[src/rtl/core_pkg.sv]
// Shared encodings for the multi-cycle RV32 core: FSM states, writeback-select bits, reset constants.
// No logic here; imported by the sequencer and its writeback mux.
package core_pkg;

    typedef enum logic [2:0] {
        ST_FETCH   = 3'd0,
        ST_DECODE  = 3'd1,
        ST_EXECUTE = 3'd2,
        ST_MEM     = 3'd3,
        ST_WB      = 3'd4
    } state_t;

    localparam int WB_SEL_MEM = 2;
    localparam int WB_SEL_PC  = 1;
    localparam int WB_SEL_CSR = 0;

    localparam logic [31:0] NOP_INST         = 32'h0000_0013;
    localparam logic [31:0] DEFAULT_RESET_PC = 32'h0000_0000;

endpackage

[src/rtl/core_wb_mux.sv]
// Writeback source select: MEM > PC+4 > CSR > ALU, purely combinational.
// Zero latency, no handshake; caller qualifies the result with its write enable.
module wb_mux import core_pkg::*; #(
    parameter int XLEN = 32
) (
    input  logic [2:0]      wb_sel,
    input  logic [XLEN-1:0] ld_data,
    input  logic [XLEN-1:0] pc_plus4,
    input  logic [XLEN-1:0] csr_data,
    input  logic [XLEN-1:0] alu_data,
    output logic [XLEN-1:0] wb_data
);

    always_comb begin
        wb_data = alu_data;
        if (wb_sel[WB_SEL_MEM])
            wb_data = ld_data;
        else if (wb_sel[WB_SEL_PC])
            wb_data = pc_plus4;
        else if (wb_sel[WB_SEL_CSR])
            wb_data = csr_data;
    end

endmodule

[src/rtl/core_sequencer.sv]
// FETCH/DECODE/EXECUTE/MEM/WB control FSM owning PC and IR; 4 cycles per ALU op, 5 per load/store.
// Each memory wait cycle adds one; a missing ack stalls forever, requests are held stable until ack.
module core_sequencer import core_pkg::*; #(
    parameter int               XLEN     = 32,
    parameter logic [XLEN-1:0]  RESET_PC = DEFAULT_RESET_PC
) (
    input  logic            clk,
    input  logic            rst_n,
    output logic            imem_req,
    output logic [XLEN-1:0] imem_addr,
    input  logic            imem_ack,
    input  logic [XLEN-1:0] imem_rdata,
    output logic [XLEN-1:0] pc_out,
    output logic [XLEN-1:0] inst_out,
    input  logic [4:0]      dec_rd,
    input  logic            dec_rd_wen,
    input  logic            dec_mem_re,
    input  logic            dec_mem_we,
    input  logic [2:0]      dec_wb_sel,
    input  logic [XLEN-1:0] dec_rs2_data,
    input  logic [XLEN-1:0] alu_out,
    input  logic            branch_taken,
    input  logic [XLEN-1:0] branch_target,
    input  logic [XLEN-1:0] csr_rdata,
    output logic            dmem_req,
    output logic            dmem_we,
    output logic [XLEN-1:0] dmem_addr,
    output logic [XLEN-1:0] dmem_wdata,
    input  logic            dmem_ack,
    input  logic [XLEN-1:0] dmem_rdata,
    output logic            wb_we,
    output logic [4:0]      wb_addr,
    output logic [XLEN-1:0] wb_data,
    output logic            retire,
    output logic [2:0]      state_out
);

    state_t          state;
    state_t          state_nxt;
    logic [XLEN-1:0] pc;
    logic [XLEN-1:0] ir;
    logic [XLEN-1:0] npc;
    logic [XLEN-1:0] pc_plus4;
    logic [4:0]      rd_q;
    logic            rd_wen_q;
    logic            mem_re_q;
    logic            mem_we_q;
    logic [2:0]      wb_sel_q;
    logic [XLEN-1:0] rs2_q;
    logic [XLEN-1:0] alu_q;
    logic [XLEN-1:0] ld_q;

    assign pc_plus4 = pc + XLEN'(4);

    always_ff @(posedge clk) begin
        if (!rst_n)
            state <= ST_FETCH;
        else
            state <= state_nxt;
    end

    always_comb begin
        state_nxt = state;
        case (state)
            ST_FETCH:   if (imem_ack) state_nxt = ST_DECODE;
            ST_DECODE:  state_nxt = ST_EXECUTE;
            ST_EXECUTE: state_nxt = (mem_re_q || mem_we_q) ? ST_MEM : ST_WB;
            ST_MEM:     if (dmem_ack) state_nxt = ST_WB;
            ST_WB:      state_nxt = ST_FETCH;
            default:    state_nxt = ST_FETCH;
        endcase
    end

    // Strobes are gated by rst_n so an in-flight request drops in the reset cycle itself.
    always_comb begin
        imem_req = rst_n && (state == ST_FETCH);
        dmem_req = rst_n && (state == ST_MEM);
        dmem_we  = dmem_req && mem_we_q;
        retire   = rst_n && (state == ST_WB);
        wb_we    = retire && rd_wen_q;
    end

    always_ff @(posedge clk) begin
        if (!rst_n) begin
            pc       <= RESET_PC;
            ir       <= XLEN'(NOP_INST);
            npc      <= '0;
            rd_q     <= '0;
            rd_wen_q <= 1'b0;
            mem_re_q <= 1'b0;
            mem_we_q <= 1'b0;
            wb_sel_q <= '0;
            rs2_q    <= '0;
            alu_q    <= '0;
            ld_q     <= '0;
        end else begin
            case (state)
                ST_FETCH: if (imem_ack) ir <= imem_rdata;
                ST_DECODE: begin
                    rd_q     <= dec_rd;
                    rd_wen_q <= dec_rd_wen;
                    mem_re_q <= dec_mem_re;
                    mem_we_q <= dec_mem_we;
                    wb_sel_q <= dec_wb_sel;
                    rs2_q    <= dec_rs2_data;
                end
                ST_EXECUTE: begin
                    alu_q <= alu_out;
                    npc   <= branch_taken ? {branch_target[XLEN-1:2], 2'b00} : pc_plus4;
                end
                ST_MEM: if (dmem_ack) ld_q <= dmem_rdata;
                ST_WB:  pc <= npc;
                default: ;
            endcase
        end
    end

    wb_mux #(.XLEN(XLEN)) u_wb_mux (
        .wb_sel   (wb_sel_q),
        .ld_data  (ld_q),
        .pc_plus4 (pc_plus4),
        .csr_data (csr_rdata),
        .alu_data (alu_q),
        .wb_data  (wb_data)
    );

    assign imem_addr  = pc;
    assign pc_out     = pc;
    assign inst_out   = ir;
    assign dmem_addr  = alu_q;
    assign dmem_wdata = rs2_q;
    assign wb_addr    = rd_q;
    assign state_out  = state;

endmodule
[config.mk]
export PLATFORM = sky130hd
export DESIGN_NAME = core_sequencer
export DESIGN_NICKNAME = d
export VERILOG_FILES = /design/src/rtl/core_pkg.sv /design/src/rtl/core_wb_mux.sv /design/src/rtl/core_sequencer.sv
export SDC_FILE = /design/constraint.sdc
export NUM_CORES = 1
export LEC_CHECK = 0
export CAP_MARGIN = 25
export CELL_PAD_IN_SITES_DETAIL_PLACEMENT = 1
export CELL_PAD_IN_SITES_GLOBAL_PLACEMENT = 1
export CORE_UTILIZATION = 30
export CTS_CLUSTER_DIAMETER = 50
export CTS_CLUSTER_SIZE = 12
export DETAILED_ROUTE_END_ITERATION = 12
export GPL_TIMING_DRIVEN = 0
export PLACE_DENSITY = 0.93
export SLEW_MARGIN = 20
export SYNTH_ARGS = -nofsm -noshare
export SYNTH_HDL_FRONTEND = slang
export SYNTH_SLANG_ARGS = --single-unit
[constraint.sdc]
create_clock -name clk -period 3.7 [get_ports clk]
set_clock_uncertainty 0.2 [all_clocks]
set_input_delay 0.74 -clock clk [delete_from_list [all_inputs] [get_ports clk]]
set_output_delay 0.74 -clock clk [all_outputs]
set_load 0.02 [all_outputs]
==> metrics.md <==
| Metric | Value |
|---|---|
| P_leak | `approximately 5.5 nW` |
| Outcome | `complete, but fails checks` |
| Max Cap Viol | `0` |
| Wire per inst | `approximately 22 um` |
| Pre-antenna DRT Iters | `8` |
| RSZ-0062 raised after global routing | `true` |
| Worst endpoint data arrival time | `2790 ps` |
| Cell Area, Placed | `13800 um^2` |
| Cells after Synth | `1237` |
| Layout cells sized above 1 | `~11%` |
| Post-layout min period | `between 3000 and 4000 ps` |
| Clock buffers created by TritonCTS | `28` |
| Measured slew at the worst slew-check pin | `937 ps` |
| Post-Synth Adder-Cell Area | `0.136%` |
| Data required, critical path | `2760 ps` |
| R2R depth | `7` |
| Vias in the first global route | `11800` |
| Seq cells post-synth | `206` |
| Worst Hold End | `imem_addr[5]$_SDFFE_PN0N_` |
| Clk root buf | `clkbuf_16` |
| Syn nets | `1446` |
| WL final | `46.6 mm` |
| Design area | `15200 um^2` |
| Grt ovf | `0` |
| Synth Area in XOR/XNOR | `2.19%` |
| Final Hold Viols | `0` |
| Ys async rst share | `0%` |
| # setup viols final | `1` |
| Reg2reg end | `npc[16]$_SDFFE_PN0N_` |
| # IOs | `413` |
| Warnings from Yosys | `0` |
| Drt drc | `0` |
| Hpwl dp | `34.9 mm` |
| Flop-to-flop setup slack | `~630 ps` |
| Clk_lat worst skew | `around 540 ps` |
| Hold_sp | `npc[5]$_SDFFE_PN0N_` |
| Die height | `roughly 180 um` |
| Multiplexer share of the synthesized area | `3.69%` |
| Final Max Slew Viols | `0` |
| PnR worst setup slack | `-30.4 ps` |
| Max Freq | `268 MHz` |
| Mapped Area | `9220 um^2` |
| Slew HR | `37.5%` |
| CP Class | `reg2out` |
| DR iter-0 viols | `741` |
| CTS H-tree lvls | `1` |
| Chip Width | `between 150 and 200 um` |
| IO buf count | `approximately 410` |
| Final ANT Viol Nets | `0` |
| Cell depth of the worst hold path | `2` |
| Core Footprint | `30000 um^2` |
| # diodes | `0` |
| Pwr Density | `between 400 and 500 nW/um^2` |
| CTS tree | `yes` |
| Layout area overhead | `64.4%` |
| Sequential area share after synthesis | `44.7%` |
| Crit-path max FO | `5` |
| Nets | `1904` |
| Largest family of logic cells by synthesized area | `simple AND/OR/NAND/NOR gates` |
| Initial antenna violation count | `1` |
| Post-synth cell types | `45` |
| # rows | `63` |
| GRT Util Overall | `28.4%` |
| Failing checks | `negative setup slack` |
| Worst vdd ir | `0.000358 V` |
| Synth Area in Compound Gates | `17.0%` |
| Global placement routability congestion | `0.929` |
| Vias post-DR | `approximately 11000` |
| R2r startpoint | `state_out[0]$_SDFFE_PN0P_` |
| Die area | `between 30000 and 40000 um^2` |
| Global-route wire length before repair | `67.5 mm` |
| Hold Path Class | `reg2reg` |
| Nature of the critical path endpoint | `output port` |
| Final period util | `101%` |
| Initial Util | `a little under a third` |
| Max Root-Sink Buffers | `3` |
| Startpoint Class | `flop` |
| Syn avg cell area | `7.45 um^2` |
| Drt via density | `5.22` |
| Final Core Density | `50.6%` |
| Clock Sinks | `206` |
| Simple-gate area share of the yosys netlist | `25.0%` |
| Main synth FF type | `dfxtp_1` |
| Clock-pin slew on the worst setup and hold paths | `60 ps` |
| EDFF count, synth | `0` |
| Pin count of the biggest net entering global routing | `14` |
[cells in the mapped netlist (2+ instances only)]
master | number | area share (%)
nor4_1 | 6 | 0.41
o211ai_1 | 6 | 0.49
inv_1 | 14 | 0.57
a211oi_1 | 2 | 0.16
a222oi_1 | 5 | 0.54
nor2_1 | 34 | 1.4
mux2i_1 | 25 | 2.7
a21oi_1 | 216 | 12
nand3b_1 | 4 | 0.33
nor3b_1 | 4 | 0.33
clkbuf_1 | 81 | 3.3
and3_1 | 18 | 1.2
o22ai_1 | 10 | 0.68
nor3_1 | 13 | 0.71
o21ai_0 | 37 | 2.0
a21o_1 | 4 | 0.33
dfxtp_1 | 206 | 45
or4_1 | 4 | 0.33
and4_1 | 3 | 0.29
nand2b_1 | 15 | 1.0
a31oi_1 | 10 | 0.68
mux2_2 | 8 | 0.98
xnor2_1 | 14 | 1.3
o21a_1 | 2 | 0.16
buf_2 | 2 | 0.11
clkbuf_2 | 2 | 0.11
buf_1 | 8 | 0.33
nand3_1 | 18 | 0.98
buf_4 | 34 | 2.8
nand2_1 | 395 | 16
or2_2 | 3 | 0.20
nand4_1 | 9 | 0.61
xor2_1 | 9 | 0.86
and2_1 | 5 | 0.34
[timing repair]
action	CTS	global route
resized for setup	119	37
pin swaps	12	12
setup endpoints to repair	33	25
setup buffers	7	18
hold buffers	0	0
[power breakdown]
part	total [mW]	internal [mW]	switching, mW
clock	2.76	1.66	1.09
sequential	2.34	2.29	0.0513
combinational	0.995	0.455	0.540
[cell families after synthesis]
kind of cell | after synthesis
AOI/OAI and AO/OA | 295
adders and majority gates | 1
buffers and inverters | 141
xor gates and xnor gates | 23
DFF | 206
muxes | 33
and+or+nand+nor | 538
[worst max-delay path by stage]
stage / start / endpoint / depth (start not counted)
2_1_floorplan: imem_addr[2]$_SDFFE_PN0N_ / wb_data[28] / 7
3_3_place_gp: imem_addr[2]$_SDFFE_PN0N_ / wb_data[26] / 8
3_5_place_dp: imem_addr[2]$_SDFFE_PN0N_ / wb_data[26] / 8
4_1_cts: imem_addr[2]$_SDFFE_PN0N_ / wb_data[26] / 7
5_1_grt: imem_addr[2]$_SDFFE_PN0N_ / wb_data[26] / 7
6_report: imem_addr[2]$_SDFFE_PN0N_ / wb_data[26] / 7
[final cells by class]
class / instances / area (um^2)
clock inverters: 19 / 203
multi-input cells: 890 / 4650
clock buffers: 31 / 743
well taps: 390 / 488
fillers: 3553 / 14800
inverters: 14 / 56.3
repair buffers: 433 / 4220
plain buffers: 122 / 616
flip-flops and latches: 206 / 4180
[state kept, by name, indices dropped and copies added (netlist names)]
name and flops:
dmem_addr 32, dmem_wdata 32, npc 32, wb_sel_q 3, imem_addr 32, inst_out 32
mem_we_q 1, wb_addr 5, mem_re_q 1, rd_wen_q 1, ld_q 32, state_out 3
[layer usage]
| metal | global-route usage (%) | share of wire (%) |
|---|---|---|
| met3 | 6.88 | 8.3 |
| met5 | 0 | 0.028 |
| met4 | 13.3 | 4.8 |
| met1 | 30.3 | 36 |
| met2 | 52.2 | 51 |
[stage by stage]
stage | TNS [ps] | setup slack (ps) | hold WS, ps | instances | total power [mW]
after floorplan | 0 | 369 | 229 | 1237 | 2.80
after global placement | -3340 | -715 | 235 | 2035 | 3.37
after detailed placement | -3740 | -783 | 247 | 2035 | 3.40
after CTS | -23.6 | -23.6 | 250 | 2089 | 6.15
after global routing | -185 | -72.6 | 259 | 2105 | 6.29
final | -30.4 | -30.4 | 252 | 2105 | 6.09
[placed cells by master, fill, tap and decap left out, types with 8 or more instances in the layout]
master           instances
nand2_1                395
clkdlybuf4s50_1        386
a21oi_1                216
dfxtp_1                186
clkbuf_1                70
buf_4                   61
o21ai_0                 37
nor2_1                  34
clkbuf_16               29
mux2i_1                 25
and3_1                  18
nand3_1                 17
nand2b_1                15
clkbuf_2                14
inv_1                   13
dfxtp_4                 13
nor3_1                  12
a31oi_1                 10
o22ai_1                 10
nand4_1                  9
mux2_2                   8
[worst max-delay path, cell delays in order, from the launching register on]
cell        delay, ps
dfxtp_4           370
ha_4              180
clkinvlp_4        150
nor4_4            360
nand4_1           230
xor2_2            250
a222oi_1          430
buf_2             260
Note: power is estimated with default switching activity, not from simulation.
